### src/rtl/pir_occupancy_filter_pkg.sv
// Shared state encoding and default timing for the PIR occupancy filter.
// Defaults assume a 50 MHz clock: 1 s hold, 16-cycle debounce.
package pir_pkg;

   typedef enum logic [1:0] {
      ST_FREE     = 2'd0,
      ST_OCCUPIED = 2'd1,
      ST_HOLD     = 2'd2
   } state_e;

   localparam int DEF_SYNC_STAGES     = 2;
   localparam int DEF_DEBOUNCE_CYCLES = 16;
   localparam int DEF_HOLD_CYCLES     = 50_000_000;
   localparam int DEF_CNT_W           = 32;

   // True when value is representable as an unsigned number of the given width.
   function automatic bit fits_in(input longint value, input int width);
      return (value >> width) == 64'd0;
   endfunction

endpackage

### src/rtl/pir_occupancy_filter_if.sv
// Sensor-side and LED-side signals of the occupancy filter, bundled for the top-level port.
// The master drives the raw sensor line; the slave (the filter) drives the outputs.
interface pir_occupancy_filter_if;
   logic       pir_in;
   logic       occupied;
   logic       motion_pulse;
   logic [1:0] state;

   modport master (
      output pir_in,
      input  occupied,
      input  motion_pulse,
      input  state
   );

   modport slave (
      input  pir_in,
      output occupied,
      output motion_pulse,
      output state
   );
endinterface

### src/rtl/pir_occupancy_filter_debounce.sv
// Synchroniser chain plus level debouncer for the asynchronous PIR line.
// dout follows din only after the new level has held for DEBOUNCE_CYCLES synchronised cycles.
module pir_debounce
   import pir_pkg::*;
#(
   parameter int SYNC_STAGES     = DEF_SYNC_STAGES,
   parameter int DEBOUNCE_CYCLES = DEF_DEBOUNCE_CYCLES,
   parameter int CNT_W           = DEF_CNT_W
) (
   input  logic clk,
   input  logic rst,
   input  logic din,
   output logic dout
);

   localparam logic [CNT_W-1:0] DB_LAST = CNT_W'(DEBOUNCE_CYCLES - 1);

   logic [SYNC_STAGES-1:0] r_sync;
   logic                   r_stable;
   logic [CNT_W-1:0]       r_db_cnt;
   logic                   w_pir_sync;

   assign w_pir_sync = r_sync[SYNC_STAGES-1];

   always_ff @(posedge clk or posedge rst) begin
      if (rst) begin
         r_sync   <= '0;
         r_stable <= 1'b0;
         r_db_cnt <= '0;
      end else begin
         r_sync <= {r_sync[SYNC_STAGES-2:0], din};
         // Any bounce back to the accepted level restarts the qualification window.
         if (w_pir_sync == r_stable) begin
            r_db_cnt <= '0;
         end else if (r_db_cnt == DB_LAST) begin
            r_stable <= w_pir_sync;
            r_db_cnt <= '0;
         end else begin
            r_db_cnt <= r_db_cnt + CNT_W'(1);
         end
      end
   end

   assign dout = r_stable;

endmodule

### src/rtl/pir_occupancy_filter.sv
// PIR occupancy filter: debounced motion drives a retriggerable hold FSM feeding the LED stage.
// occupied rises SYNC_STAGES+DEBOUNCE_CYCLES+1 edges after pir_in and falls HOLD_CYCLES later.
module pir_occupancy_filter
   import pir_pkg::*;
#(
   parameter int SYNC_STAGES     = DEF_SYNC_STAGES,
   parameter int DEBOUNCE_CYCLES = DEF_DEBOUNCE_CYCLES,
   parameter int HOLD_CYCLES     = DEF_HOLD_CYCLES,
   parameter int CNT_W           = DEF_CNT_W
) (
   input  logic                    clk,
   input  logic                    rst,
   pir_occupancy_filter_if.slave   bus
);

   if (SYNC_STAGES < 2) begin : g_bad_sync
      $error("pir_occupancy_filter: SYNC_STAGES must be at least 2");
   end
   if (DEBOUNCE_CYCLES < 1) begin : g_bad_debounce
      $error("pir_occupancy_filter: DEBOUNCE_CYCLES must be at least 1");
   end
   if (HOLD_CYCLES < 1) begin : g_bad_hold
      $error("pir_occupancy_filter: HOLD_CYCLES must be at least 1");
   end
   if (!fits_in(longint'(DEBOUNCE_CYCLES), CNT_W) || !fits_in(longint'(HOLD_CYCLES), CNT_W)) begin : g_bad_width
      $error("pir_occupancy_filter: CNT_W too narrow for DEBOUNCE_CYCLES/HOLD_CYCLES");
   end

   localparam logic [CNT_W-1:0] HOLD_LAST = CNT_W'(HOLD_CYCLES - 1);

   state_e           r_state;
   logic [CNT_W-1:0] r_hold_cnt;
   logic             r_occupied;
   logic             r_motion_pulse;
   logic             w_pir_stable;

   pir_debounce #(
      .SYNC_STAGES     (SYNC_STAGES),
      .DEBOUNCE_CYCLES (DEBOUNCE_CYCLES),
      .CNT_W           (CNT_W)
   ) u_debounce (
      .clk  (clk),
      .rst  (rst),
      .din  (bus.pir_in),
      .dout (w_pir_stable)
   );

   always_ff @(posedge clk or posedge rst) begin
      if (rst) begin
         r_state        <= ST_FREE;
         r_hold_cnt     <= '0;
         r_occupied     <= 1'b0;
         r_motion_pulse <= 1'b0;
      end else begin
         r_motion_pulse <= 1'b0;
         case (r_state)
            ST_FREE: begin
               r_occupied <= w_pir_stable;
               if (w_pir_stable) begin
                  r_state        <= ST_OCCUPIED;
                  r_motion_pulse <= 1'b1;
               end
            end
            ST_OCCUPIED: begin
               r_occupied <= 1'b1;
               if (!w_pir_stable) begin
                  r_state    <= ST_HOLD;
                  r_hold_cnt <= HOLD_LAST;
               end
            end
            ST_HOLD: begin
               // Retrigger wins over expiry when both land in the same cycle.
               if (w_pir_stable) begin
                  r_state        <= ST_OCCUPIED;
                  r_motion_pulse <= 1'b1;
               end else if (r_hold_cnt == '0) begin
                  r_state    <= ST_FREE;
                  r_occupied <= 1'b0;
               end else begin
                  r_hold_cnt <= r_hold_cnt - CNT_W'(1);
               end
            end
            default: begin
               r_state    <= ST_FREE;
               r_occupied <= 1'b0;
            end
         endcase
      end
   end

   assign bus.occupied     = r_occupied;
   assign bus.motion_pulse = r_motion_pulse;
   assign bus.state        = r_state;

endmodule

### src/flat_wrapper.sv
// flat-port wrapper written by rule: the top's interface ports become plain ports
module pir_occupancy_filter_flat import pir_pkg::*;
#(
   parameter int SYNC_STAGES     = DEF_SYNC_STAGES,
   parameter int DEBOUNCE_CYCLES = DEF_DEBOUNCE_CYCLES,
   parameter int HOLD_CYCLES     = DEF_HOLD_CYCLES,
   parameter int CNT_W           = DEF_CNT_W
)
  (clk, rst, bus_pir_in, bus_occupied, bus_motion_pulse, bus_state);
  pir_occupancy_filter_if bus_i ();
  input  logic clk;
  input  logic rst;
  input wire logic [$bits(bus_i.pir_in)-1:0] bus_pir_in;
  output wire logic [$bits(bus_i.occupied)-1:0] bus_occupied;
  output wire logic [$bits(bus_i.motion_pulse)-1:0] bus_motion_pulse;
  output wire logic [$bits(bus_i.state)-1:0] bus_state;
  assign bus_i.pir_in = bus_pir_in;
  assign bus_occupied = bus_i.occupied;
  assign bus_motion_pulse = bus_i.motion_pulse;
  assign bus_state = bus_i.state;
  pir_occupancy_filter #(.SYNC_STAGES(SYNC_STAGES), .DEBOUNCE_CYCLES(DEBOUNCE_CYCLES), .HOLD_CYCLES(HOLD_CYCLES), .CNT_W(CNT_W)) u_core (.clk(clk), .rst(rst), .bus(bus_i));
endmodule
### config.mk
export PLATFORM = sky130hd
export DESIGN_NAME = pir_occupancy_filter_flat
export DESIGN_NICKNAME = d
export VERILOG_FILES = /design/src/rtl/pir_occupancy_filter_pkg.sv /design/src/rtl/pir_occupancy_filter_if.sv /design/src/rtl/pir_occupancy_filter_debounce.sv /design/src/rtl/pir_occupancy_filter.sv /design/src/flat_wrapper.sv
export SDC_FILE = /design/constraint.sdc
export NUM_CORES = 1
export LEC_CHECK = 0
export CAP_MARGIN = 20
export CORE_AREA = 2 2 96 98
export DETAILED_ROUTE_END_ITERATION = 8
export DIE_AREA = 0 0 98 100
export GPL_ROUTABILITY_DRIVEN = 0
export HOLD_SLACK_MARGIN = 0.03
export PLACE_DENSITY = 0.67
export SLEW_MARGIN = 20
export SYNTH_ARGS = -nofsm -noshare
export SYNTH_HDL_FRONTEND = slang
export SYNTH_HIERARCHICAL = 1
export SYNTH_SLANG_ARGS = --single-unit
export TNS_END_PERCENT = 10
### constraint.sdc
create_clock -name clk -period 4 [get_ports clk]
set_input_delay 0.8 -clock clk [delete_from_list [all_inputs] [get_ports clk]]
set_output_delay 0.8 -clock clk [all_outputs]
set_load 0.05 [all_outputs]
==> reports/qor.yml, run 1 <==
status: "complete, no violations"
wl_met2_um: 3910
wl_met3_um: 308
n_antenna_cell: 0
startpoint: "u_core/r_hold_cnt[21]"
netlist_area_mm2: 0.00385
synth_async_sr_flop_share_pct: 100
synthCells: 408
required_ns: 4.23
cts_tree: "done"
r2r-start: "u_core/r_hold_cnt[21]"
io_buffers: 6
p_leak_nw: 1.77
synthTopCellsByCount: "dfrtp_1, nor2_1, nand2_1"
synth.most_common_cell: "dfrtp_1"
num_vias: 3162
setup_tns_ns: 0
rr_worst_depth: 6
drt_iter0_markers: 111
cts_resized: 0
grt_max_degree: 37
top_layer: "met4"
fill_cells: 834
syn_to_final_growth_pct: 9.52
cts_buffers: 9
setup_viol: 0
ys_warn_count: 6
hold_violations: 0
synthFlopType: "dfrtp_1"
syn_nets: 413
drc_errors: 0
dieArea_mm2: 0.00980
fin_skew_ns: 0.0101
viasPerCell: 6.02
grt_pass1_vias: 3027
synth-edff-count: 0
ctsHoldBuffers: 0
synth-seq-area-share_pct: 46.1
max_freq_mhz: 365
avgRoutedWirePerCell_um: 15.4
syn_avg_cell_area_um2: 9.44
grt_pass1_wl_um: 14400
cts.htree.levels: 3
reg2reg_to: "u_core/r_hold_cnt[0]"
die_y_um: 100
hold_path.class: "flop to flop"
core_area_mm2: 0.00889
ant_nets: 0
synth_top_cell_area_share_pct: 46.1
cts_root_buffer: "clkbuf_8"
ys_top_cells_by_area: "dfrtp_1, nor2_1, or4_1, xor2_1, nor4_1"
grt_overflow: 0
cts.sinks: 71
crit_end: "u_core/r_hold_cnt[0]"
rsz0062_at_grt: "false"
startpoint_type: "flop"
yosysTopAreaCell: "dfrtp_1"
insertion_delay_ns: 0.34
reg2reg_setup_slack_ns: 1.26
synth_seq_cells: 71
die_w_um: 98
drive_gt1_share_pct: 8.70
slew_headroom_pct: 48.1
instances_no_fill: 525
postCtsSetupRepairBufs: 0
grt.total_usage_pct: 18.0
antenna_found_initial: 0
dp_cells: 509
drt_wl_total_um: 8070
maxSlewViolCount: 0
whs_ns: 0.373
endpoint_kind: "flop"
fin_crit_sh_pct: 68.4
vdd_drop_max_mv: 0.156
worst_pin_slew_ns: 0.771
clk_pin_slew_ns: 0.08
cts_buffer_depth: 2
cp_max_fo: 20
rows: 35
initial_utilization_pct: 43.3
dp_hpwl_um: 5460
max_cap_violations: 0
ys_types: 53
nets: 414
finalCriticalPeriod_ns: 2.74
wl_met1_um: 3800
ios: 7
path_class: "flop to flop"
firstDrtPassIters: 5
cellPowerDensity_mw_per_mm2: 356
critical_path_arrival_ns: 2.97
-- logic make-up after synthesis --
| group | synth area share, % |
|---|---|
| xor gates and xnor gates | 5.00 |
| AOI/OAI and AO/OA | 11.9 |
| DFF | 46.1 |
| and+or+nand+nor | 31.2 |
| adders and majority gates | 0.649 |
| buffers and inverters | 3.51 |
| muxes | 1.59 |
-- state kept, by name, indices dropped and copies added (netlist names) --
name                        count
u_core/u_debounce/r_sync        2
u_core/u_debounce/dout          1
u_core/bus.motion_pulse         1
u_core/bus.state                2
u_core/u_debounce/r_db_cnt     32
u_core/r_hold_cnt              32
u_core/bus.occupied             1
-- report_power, final --
| part | leakage [nW] | switching, mW | internal (mW) | total [mW] |
|---|---|---|---|---|
| clock | 0.109 | 0.273 | 0.340 | 0.614 |
| sequential | 0.985 | 0.00947 | 0.726 | 0.735 |
| combinational | 0.678 | 0.113 | 0.0388 | 0.151 |
-- cells in the final DEF (no fill, tap or decap), types with 5 or more instances in the layout --
cell type | synthesis | routed
xnor2_1 | 8 | 8
a21oi_1 | 21 | 21
nor3_1 | 9 | 8
nor4_1 | 19 | 19
nor2_1 | 37 | 37
nand3_1 | 21 | 21
or3_1 | 16 | 16
xor2_1 | 14 | 14
o211ai_1 | 7 | 7
nand4_1 | 18 | 18
dfrtp_1 | 71 | 71
o21ai_0 | 21 | 21
and4_1 | 9 | 9
mux2i_1 | 5 | 5
clkdlybuf4s50_1 | 0 | 6
or4_1 | 17 | 17
nand2_1 | 24 | 24
inv_1 | 11 | 11
o31ai_1 | 14 | 14
clkbuf_8 | 0 | 12
-- stage by stage --
| step | utilization (%) | power (mW) | instance area (um2) | setup WS (ns) |
|---|---|---|---|---|
| final | 47.5 | 1.50 | 4220 | 1.26 |
| after global routing | 47.5 | 1.57 | 4220 | 1.02 |
| after CTS | 47.4 | 1.53 | 4210 | 1.26 |
| after detailed placement | 45.0 | 0.899 | 4000 | 1.30 |
| after global placement | 45.0 | 0.896 | 4000 | 1.37 |
| after floorplan | - | 0.867 | 3850 | 1.58 |
-- critical path, stage by stage (launching register included) --
cell     delay (ns)
dfrtp_1        0.42
nor4_1         0.43
nand3_1        0.38
nor3_2         0.67
buf_4          0.35
o21ai_0        0.14
o21a_1         0.23
-- per-layer routing --
| layer | vias to the layer above | global-route usage [%] |
|---|---|---|
| met5 | - | 0 |
| met4 | 0 | 4.59 |
| met3 | 4 | 4.94 |
| met2 | 52 | 30.5 |
| met1 | 1564 | 23.1 |
| li1 | 1542 | - |
-- cell type report --
| type | count | area [um2] | area share, % |
|---|---|---|---|
| tap | 111 | 139 | 3.29 |
| clock inverter | 4 | 51.3 | 1.22 |
| clock buffer | 12 | 165 | 3.91 |
| timing repair buffer | 10 | 90.1 | 2.14 |
| inverter | 11 | 41.3 | 0.979 |
| sequential | 71 | 1780 | 42.1 |
| multi-input combinational | 306 | 1960 | 46.4 |
-- how the worst min path moves through the flow --
| stage | from | to | slack [ns] | depth (start not counted) |
|---|---|---|---|---|
| finish | u_core/u_debounce/r_sync[0] | u_core/u_debounce/r_sync[1] | 0.37 | 0 |
| detailed placement | u_core/u_debounce/r_sync[0] | u_core/u_debounce/r_sync[1] | 0.36 | 0 |
| global placement | u_core/u_debounce/r_sync[0] | u_core/u_debounce/r_sync[1] | 0.34 | 0 |
| CTS | u_core/u_debounce/r_sync[0] | u_core/u_debounce/r_sync[1] | 0.38 | 0 |
| global route | u_core/u_debounce/r_sync[0] | u_core/u_debounce/r_sync[1] | 0.38 | 0 |
| floorplan | u_core/u_debounce/r_sync[0] | u_core/u_debounce/r_sync[1] | 0.33 | 0 |
Note: power is estimated with default switching activity, not from simulation.
==> run 2: changes to the inputs <==
clock period = 2.8 ns   (was 4 ns; I/O delays follow)
==> reports/qor.yml, run 2 (synthesized netlist as in run 1, its figures left out) <==
status: "complete, no violations"
nets: 418
dp_cells: 513
path_buf_inv: 0
setup_viol: 0
cp.depth: 5
cts_resized: 0
cellPowerDensity_mw_per_mm2: 485
rsz0062_at_grt: "false"
maxSlewViolCount: 0
cts.htree.levels: 3
power.net_switching_mw: 0.546
mostFrequentLayoutCells: "dfrtp_1, nor2_1, nand2_1"
cp_max_fo: 7
critical_path_arrival_ns: 2.67
startpoint: "u_core/r_hold_cnt[10]"
die_w_um: 98
core_area_mm2: 0.00889
fin_skew_ns: 0.00992
drt_wl_total_um: 8100
drt_iter0_markers: 139
vdd_drop_max_mv: 0.262
rr_worst_depth: 5
clk_pin_slew_ns: 0.07
swShare_pct: 26.7
required_ns: 3.08
seqPwrFrac_pct: 51.4
max_stage_delay_ns: 0.59
grt_max_degree: 37
grt_pass1_vias: 3039
cp_slowest_cell: "or4_4"
p_leak_nw: 1.78
hold_violations: 0
fin_crit_sh_pct: 85.3
internal_power_mw: 1.50
instances_no_fill: 529
max_cap_violations: 0
comb_power_share_pct: 11.3
ant_nets: 0
finalCriticalPeriod_ns: 2.39
grt_overflow: 0
num_vias: 3180
antenna_found_initial: 0
reg_top3: "u_core/r_hold_cnt x32, u_core/u_debounce/r_db_cnt x32"
grt.total_usage_pct: 17.7
io_buffers: 6
hp-start: "u_core/u_debounce/r_sync[0]"
dieArea_mm2: 0.00980
ios: 7
drive_gt1_share_pct: 9.09
firstDrtPassIters: 5
setup_tns_ns: 0
cts.sinks: 71
startpoint_type: "flop"
rows: 35
hold_path.class: "flop to flop"
ctsHoldBuffers: 0
viasPerCell: 6.01
drc_errors: 0
crit_path_cell_trace: "or4_4, nor4_4, nand4_1, or4_1, a21oi_1"
power.share.clock_pct: 37.3
grt_pass1_wl_um: 14100
r2r-start: "u_core/r_hold_cnt[10]"
path_class: "flop to flop"
cp_top_family: "simple AND/OR/NAND/NOR gates"
insertion_delay_ns: 0.35
max_freq_mhz: 419
n_antenna_cell: 0
hold_depth: 0
initial_utilization_pct: 43.3
postCtsSetupRepairBufs: 0
endpoint_kind: "flop"
slew_headroom_pct: 51.7
cts_buffer_depth: 2
worst_pin_slew_ns: 0.724
avgRoutedWirePerCell_um: 15.3
dp_hpwl_um: 5450
layout.cells.most_common: "dfrtp_1"
syn_to_final_growth_pct: 9.35
cts_root_buffer: "clkbuf_8"
cts_buffers: 9
die_y_um: 100
cts_tree: "done"
[run 2: cell types whose count changed in the layout (fill, tap and decap cells not counted), sizes merged]
cell	before	now
inv	12	11
bufinv	1	0
clkinv	1	2
clkbuf	12	14
buf	4	8
clkinvlp	1	0
[run 2: through the flow]
stage	hold WS (ns)	instance area (um2)	setup WS, ns	total power, mW	util, %
2_1_floorplan	0.331	3850	0.377	1.24	-
3_3_place_gp	0.339	4030	0.496	1.29	45.3
3_5_place_dp	0.341	4030	0.423	1.30	45.3
4_1_cts	0.362	4210	0.412	2.07	47.4
5_1_grt	0.386	4210	0.212	2.15	47.4
6_report	0.358	4210	0.411	2.04	47.4
[run 2: path summary, 6_finish.rpt]
| check | end | slack (ns) |
|---|---|---|
| setup / recovery | u_core/r_hold_cnt[31] | 0.41 |
| hold / removal | u_core/u_debounce/r_sync[1] | 0.36 |
| setup reg to reg | u_core/r_hold_cnt[31] | 0.41 |
| hold reg to reg | u_core/u_debounce/r_sync[1] | 0.36 |
| max in group asynchronous | u_core/r_hold_cnt[22] | 1.83 |
| min in group asynchronous | u_core/bus.motion_pulse | 0.64 |
[run 2: final cells by class]
type / count / area, um2
fill: 861 / 4680
multi-input combinational: 306 / 1950
sequential: 71 / 1780
clock buffer: 14 / 173
tap: 111 / 139
timing repair buffer: 14 / 120
inverter: 11 / 41.3
clock inverter: 2 / 13.8
[run 2: worst register-to-register path, stage by stage (launching register included)]
cell     delay [ns]
dfrtp_1        0.42
or4_4          0.59
nor4_4         0.46
nand4_1        0.26
or4_1          0.46
a21oi_1        0.15
[run 2: layer usage]
layer,share of wire (%),vias up,global-route usage [%]
li1,-,1547,-
met1,45,1561,22.4
met2,49,62,29.0
met3,4.0,10,4.67
met4,1.1,0,6.94
met5,0,-,0
[run 2: power by group through the flow]
stage          clock network, mW  registers, mW  logic, mW
2_1_floorplan                  0           1.07      0.171
3_3_place_gp                   0           1.07      0.225
3_5_place_dp                   0           1.07      0.229
4_1_cts                    0.791           1.05      0.231
5_1_grt                    0.840           1.05      0.257
6_report                   0.763           1.05      0.231
